<file path="src/rtl/sramb_stream_reader.sv">
// sramb_stream_reader: streams LEN consecutive words out of a synchronous
// read-only RAM port onto a valid/ready stream, buffered by a small FIFO.
//
// Ports:
//   clk, rstn          clock, synchronous active-low reset
//   start, base, len   one-cycle transfer request with start address and count
//   busy, done         transfer in progress / one-cycle completion pulse
//   raddr, rdata       RAM read port (rdata valid one cycle after raddr)
//   odata, ovalid,
//   oready, olast      output stream; olast marks word number len
//   hswap              (only with SRAMB_READER_HSWAP_EN) swap data halves
//
// Optional feature macro: SRAMB_READER_HSWAP_EN adds the hswap input,
// sampled with start, which exchanges the high and low halves of every
// word of that transfer on odata.
module sramb_stream_reader #(
  parameter int unsigned ADDR_WIDTH = 6,
  parameter int unsigned DATA_WIDTH = 8,
  parameter int unsigned FIFO_DEPTH = 4
) (
  input  logic                  clk,
  input  logic                  rstn,
  input  logic                  start,
  input  logic [ADDR_WIDTH-1:0] base,
  input  logic [ADDR_WIDTH:0]   len,
`ifdef SRAMB_READER_HSWAP_EN
  input  logic                  hswap,
`endif
  output logic                  busy,
  output logic                  done,
  output logic [ADDR_WIDTH-1:0] raddr,
  input  logic [DATA_WIDTH-1:0] rdata,
  output logic [DATA_WIDTH-1:0] odata,
  output logic                  ovalid,
  input  logic                  oready,
  output logic                  olast
);

  localparam int unsigned LEN_W = ADDR_WIDTH + 1;
  localparam int unsigned PTR_W = (FIFO_DEPTH > 1) ? $clog2(FIFO_DEPTH) : 1;
  localparam int unsigned CNT_W = PTR_W + 1;
  localparam int unsigned OCC_W = CNT_W + 1;
  localparam int unsigned HALF  = DATA_WIDTH / 2;

  typedef enum logic [1:0] {IDLE, FETCH, DRAIN} state_t;

  state_t                 state;
  logic [LEN_W-1:0]       rd_left;   // reads still to issue
  logic [LEN_W-1:0]       out_left;  // words still to hand out
  logic                   inflight;  // a read was issued last cycle
  logic [DATA_WIDTH-1:0]  mem [FIFO_DEPTH];
  logic [PTR_W-1:0]       wr_ptr;
  logic [PTR_W-1:0]       rd_ptr;
  logic [CNT_W-1:0]       count;
  logic                   swap;
  logic                   issue;
  logic                   push;
  logic                   pop;
  logic [DATA_WIDTH-1:0]  head;

  // Issue only when the buffered plus in-flight words still fit the FIFO.
  assign issue = (state == FETCH) && (rd_left != '0) &&
                 ((OCC_W'(count) + OCC_W'(inflight)) < OCC_W'(FIFO_DEPTH));
  assign push   = inflight;
  assign ovalid = (count != '0);
  assign pop    = ovalid && oready;
  assign head   = mem[rd_ptr];
  assign olast  = ovalid && (out_left == LEN_W'(1));
  // Gating with ovalid keeps odata at zero whenever nothing is presented.
  assign odata  = !ovalid ? '0 :
                  swap    ? {head[HALF-1:0], head[DATA_WIDTH-1:HALF]} : head;

`ifdef SRAMB_READER_HSWAP_EN
  // Swap selection is captured per transfer.
  always_ff @(posedge clk) begin
    if (!rstn) begin
      swap <= 1'b0;
    end else if (state == IDLE && start) begin
      swap <= hswap;
    end
  end
`else
  assign swap = 1'b0;
`endif

  // FIFO storage; the RAM word arrives the cycle after its read was issued.
  always_ff @(posedge clk) begin
    if (push) begin
      mem[wr_ptr] <= rdata;
    end
  end

  // Control FSM, read issue, FIFO pointers and status outputs.
  always_ff @(posedge clk) begin
    if (!rstn) begin
      state    <= IDLE;
      busy     <= 1'b0;
      done     <= 1'b0;
      raddr    <= '0;
      rd_left  <= '0;
      out_left <= '0;
      inflight <= 1'b0;
      wr_ptr   <= '0;
      rd_ptr   <= '0;
      count    <= '0;
    end else begin
      done     <= 1'b0;
      inflight <= issue;
      if (issue) begin
        raddr   <= raddr + ADDR_WIDTH'(1);
        rd_left <= rd_left - LEN_W'(1);
      end
      if (push) begin
        wr_ptr <= wr_ptr + PTR_W'(1);
      end
      if (pop) begin
        rd_ptr   <= rd_ptr + PTR_W'(1);
        out_left <= out_left - LEN_W'(1);
      end
      case ({push, pop})
        2'b10:   count <= count + CNT_W'(1);
        2'b01:   count <= count - CNT_W'(1);
        default: count <= count;
      endcase
      case (state)
        IDLE: begin
          if (start) begin
            raddr    <= base;
            rd_left  <= len;
            out_left <= len;
            if (len != '0) begin
              state <= FETCH;
              busy  <= 1'b1;
            end else begin
              done <= 1'b1;
            end
          end
        end
        FETCH: begin
          if (issue && rd_left == LEN_W'(1)) begin
            state <= DRAIN;
          end
        end
        DRAIN: begin
          if (pop && olast) begin
            state <= IDLE;
            busy  <= 1'b0;
            done  <= 1'b1;
          end
        end
        default: state <= IDLE;
      endcase
    end
  end

endmodule

</file>
<file path="config.mk">
export PLATFORM = sky130hd
export DESIGN_NAME = sramb_stream_reader
export DESIGN_NICKNAME = d
export VERILOG_FILES = /design/src/rtl/sramb_stream_reader.sv
export SDC_FILE = /design/constraint.sdc
export NUM_CORES = 1
export LEC_CHECK = 0
export CAP_MARGIN = 10
export CORE_ASPECT_RATIO = 0.6
export CORE_UTILIZATION = 58
export DETAILED_ROUTE_END_ITERATION = 8
export GPL_TIMING_DRIVEN = 0
export PLACE_DENSITY = 0.84
export SKIP_LAST_GASP = 1
export SLEW_MARGIN = 10
export SYNTH_ARGS = -nofsm -noshare
export SYNTH_HDL_FRONTEND = slang
export SYNTH_SLANG_ARGS = --single-unit
export TNS_END_PERCENT = 5
</file>
<file path="constraint.sdc">
create_clock -name clk -period 3.5 [get_ports clk]
set_input_delay 0.7 -clock clk [delete_from_list [all_inputs] [get_ports clk]]
set_output_delay 0.7 -clock clk [all_outputs]
set_load 0.02 [all_outputs]
</file>
==> key figures <==
Status
  • Outcome: finished clean

GRT
  • First-pass GRT wire length: 11,300 µm
  • Largest net degree at the start of global routing: 12
  • Total congestion overflow: 0
  • Vias in the first global route: 2,172
  • Antenna violations before repair: 0
  • Global Route Usage Sum: 28.7%

Finish
  • ANT cells: 0
  • Filler instances: 317
  • Final net count: 350
  • Post-route cell area: 3710 µm²
  • Layout cell share with drive strength beyond 1: 11.9%
  • Syn-to-layout area delta: 22.5%

CTS
  • Root Driver: clkbuf_8
  • Htree depth: 3
  • Cts repair resizes: 0
  • Skew-Pair Late Insertion Delay: 0.33 ns
  • Max Root-Sink Buffers: 2
  • Sink Count: 66
  • Clock buffer count from CTS: 9
  • Clk slew on worst S/H paths: 0.06 ns
  • CTS tree: done
  • Total setup buffers inserted after CTS: 0
  • Cts hold-fix bufs: 0

Critical path
  • CP startpoint kind: flop
  • Required time of the critical path: 2.80 ns
  • RR Startpoint: count[0]
  • Worst setup EP type: output pin
  • Register-to-register setup slack: 1.28 ns
  • Crit. Startpoint: out_left[3]
  • CP Data Arrival Time: 2.33 ns
  • Crit Path Category: flop to output pin
  • Worst r2r path cells: 8
  • Critical path peak fanout: 5
  • Reg2Reg Capture Point: count[2]

Placement
  • DP Area: 3540 µm²
  • Placed wire-length estimate: 5150 µm
  • Routability cong.: 0.879
  • Port bufs: 42

Timing
  • Tightest Pin Transition: 0.713 ns
  • Clock Skew: 0.00639 ns
  • Final min period: 3.03 ns
  • Final hold vios: 0
  • Slew margin rel.: 52.2%
  • Setup TNS: 0 ns
  • Pins Over Slew Limit: 0
  • Final setup vio count: 0
  • RSZ-0062 raised after global routing: no
  • Achievable Freq: 330 MHz
  • Tcrit/Tclk final: 86.5%

Routing
  • DRC Markers: 0
  • Routed Antenna Nets: 0
  • Routed vias/inst: 6.04
  • WL per Instance: 18.6 µm
  • Iteration-0 DRC Markers: 269
  • Post-Route WL: 7090 µm
  • Via count: 2,301
  • DRT Pass-1 Iters: 5

Power and ir drop
  • Maximum VDD drop: 442 µV
  • Leak: 1.29 nW
  • Pwr per Cell Area: 605 nW/µm²
  • Power, Total: 2.25 mW

Floorplanning
  • Initial Utilization: 63.1%
  • Die area: 5530 µm²
  • Die height: 58 µm
  • Top-level port count: 43
  • FP Rows: 19
  • Die width: 95.3 µm
  • Core ar.: 4800 µm²

Worst hold path
  • Hold path cells: 2
  • Worst min-delay path category: flop to flop
  • Min-Delay Startpoint: rd_left[6]
  • WHS Endpoint: rd_left[6]

Synth
  • Post-Syn Area: 3030 µm²
  • Cell variety after synth: 47
  • Synth top area share: 31.7%
  • Area leader, netlist: edfxtp_1
  • Register bit total from synthesis: 66
  • Synthesis Warnings: 0
  • Async SR Flop Fraction: 0%
  • Ys flop type: dfxtp_1
  • Syn Inst Count: 260
  • Synth Area per Inst: 11.7 µm²
  • Post-Syn Nets: 297
  • Sequential fraction of the synthesis area: 54.1%
  • Post-synth EDFFs: 32
  • Top cells by area, synth: edfxtp_1, dfxtp_1, mux4_2

Job
  • Max Cap Viol: 0
==> flip-flops by register name, summed over array words and instances (netlist names), named ones only <==
register and count:
state 2, raddr 6, rd_ptr 2, out_left 7
inflight 1, busy 1, mem 32, count 3
wr_ptr 2, rd_left 7, done 1
==> where the power goes <==
part           switching [mW]  internal (mW)
sequential             0.0687          0.874
combinational           0.383          0.328
clock                   0.269          0.325
==> kinds of logic (layout without fill, tap and decap cells) <==
family / Yosys count / after routing / synth area share [%]
and+or+nand+nor: 88 / 88 / 16.8
DFF: 66 / 66 / 54.1
AOI/OAI and AO/OA: 48 / 48 / 10.2
buffers and inverters: 25 / 83 / 3.88
adders and majority gates: 12 / 12 / 5.20
xor gates and xnor gates: 11 / 11 / 3.18
muxes: 10 / 10 / 6.60
==> stage by stage <==
stage / instances / setup slack, ns / hold WS [ns] / utilization [%]
2_1_floorplan: 260 / 1.33 / 0.478 / -
3_3_place_gp: 365 / 0.623 / 0.494 / 73.5
3_5_place_dp: 365 / 0.682 / 0.497 / 73.6
4_1_cts: 381 / 0.490 / 0.508 / 77.4
5_1_grt: 381 / 0.305 / 0.556 / 77.4
6_report: 381 / 0.471 / 0.522 / 77.4
==> cell usage after synthesis, types with 3 or more instances <==
master / count
and2_1: 5
a21oi_1: 13
xnor2_1: 6
xor2_1: 5
o31ai_1: 3
or3_1: 4
dfxtp_1: 34
nor4_1: 4
clkbuf_1: 3
nand3_1: 13
mux4_2: 8
nand4_1: 6
or4_1: 3
nor2b_1: 8
nor2_1: 16
o21ai_0: 14
ha_1: 11
inv_1: 14
nand2_1: 10
buf_2: 4
nor3_1: 6
edfxtp_1: 32
a31oi_1: 9
==> worst max-delay path, stage by stage (launching register included) <==
cell and delay [ns]:
dfxtp_1 0.35, nor4_1 0.56, nor4bb_1 0.42, clkdlybuf4s50_1 0.67
==> cell type report <==
class,count,area [µm²],area share [%]
Sequential cell,66,1640,44.2
Multi-Input combinational cell,169,1280,34.4
Timing Repair Buffer,42,420,11.3
Clock buffer,12,135,3.64
Tap cell,63,78.8,2.12
Buffer,10,61.3,1.65
Inverter,15,56.3,1.52
Clock inverter,4,43.8,1.18
==> cell usage in the layout (no fill, tap or decap), types with 10 or more instances in the layout <==
| cell | n |
|---|---|
| inv_1 | 14 |
| ha_1 | 11 |
| a21oi_1 | 13 |
| nand2_1 | 10 |
| nand3_1 | 13 |
| clkdlybuf4s50_1 | 42 |
| edfxtp_1 | 32 |
| o21ai_0 | 14 |
| nor2_1 | 16 |
| dfxtp_1 | 34 |
==> worst max path at each step <==
stage / end / slack, ns / depth (start not counted)
after global placement: olast / 0.62 / 3
after global routing: olast / 0.30 / 3
after floorplan: olast / 1.33 / 2
final: olast / 0.47 / 3
after CTS: olast / 0.49 / 3
after detailed placement: count[2] / 0.68 / 9
==> routing by layer <==
layer	vias to the layer above	GRT usage [%]	part of all wire, %
li1	1080	-	-
met1	1093	40.5	45
met2	119	43.0	45
met3	9	9.32	9.0
met4	0	7.58	1.3
met5	-	0	0
Power figures use the tool's default switching activity.
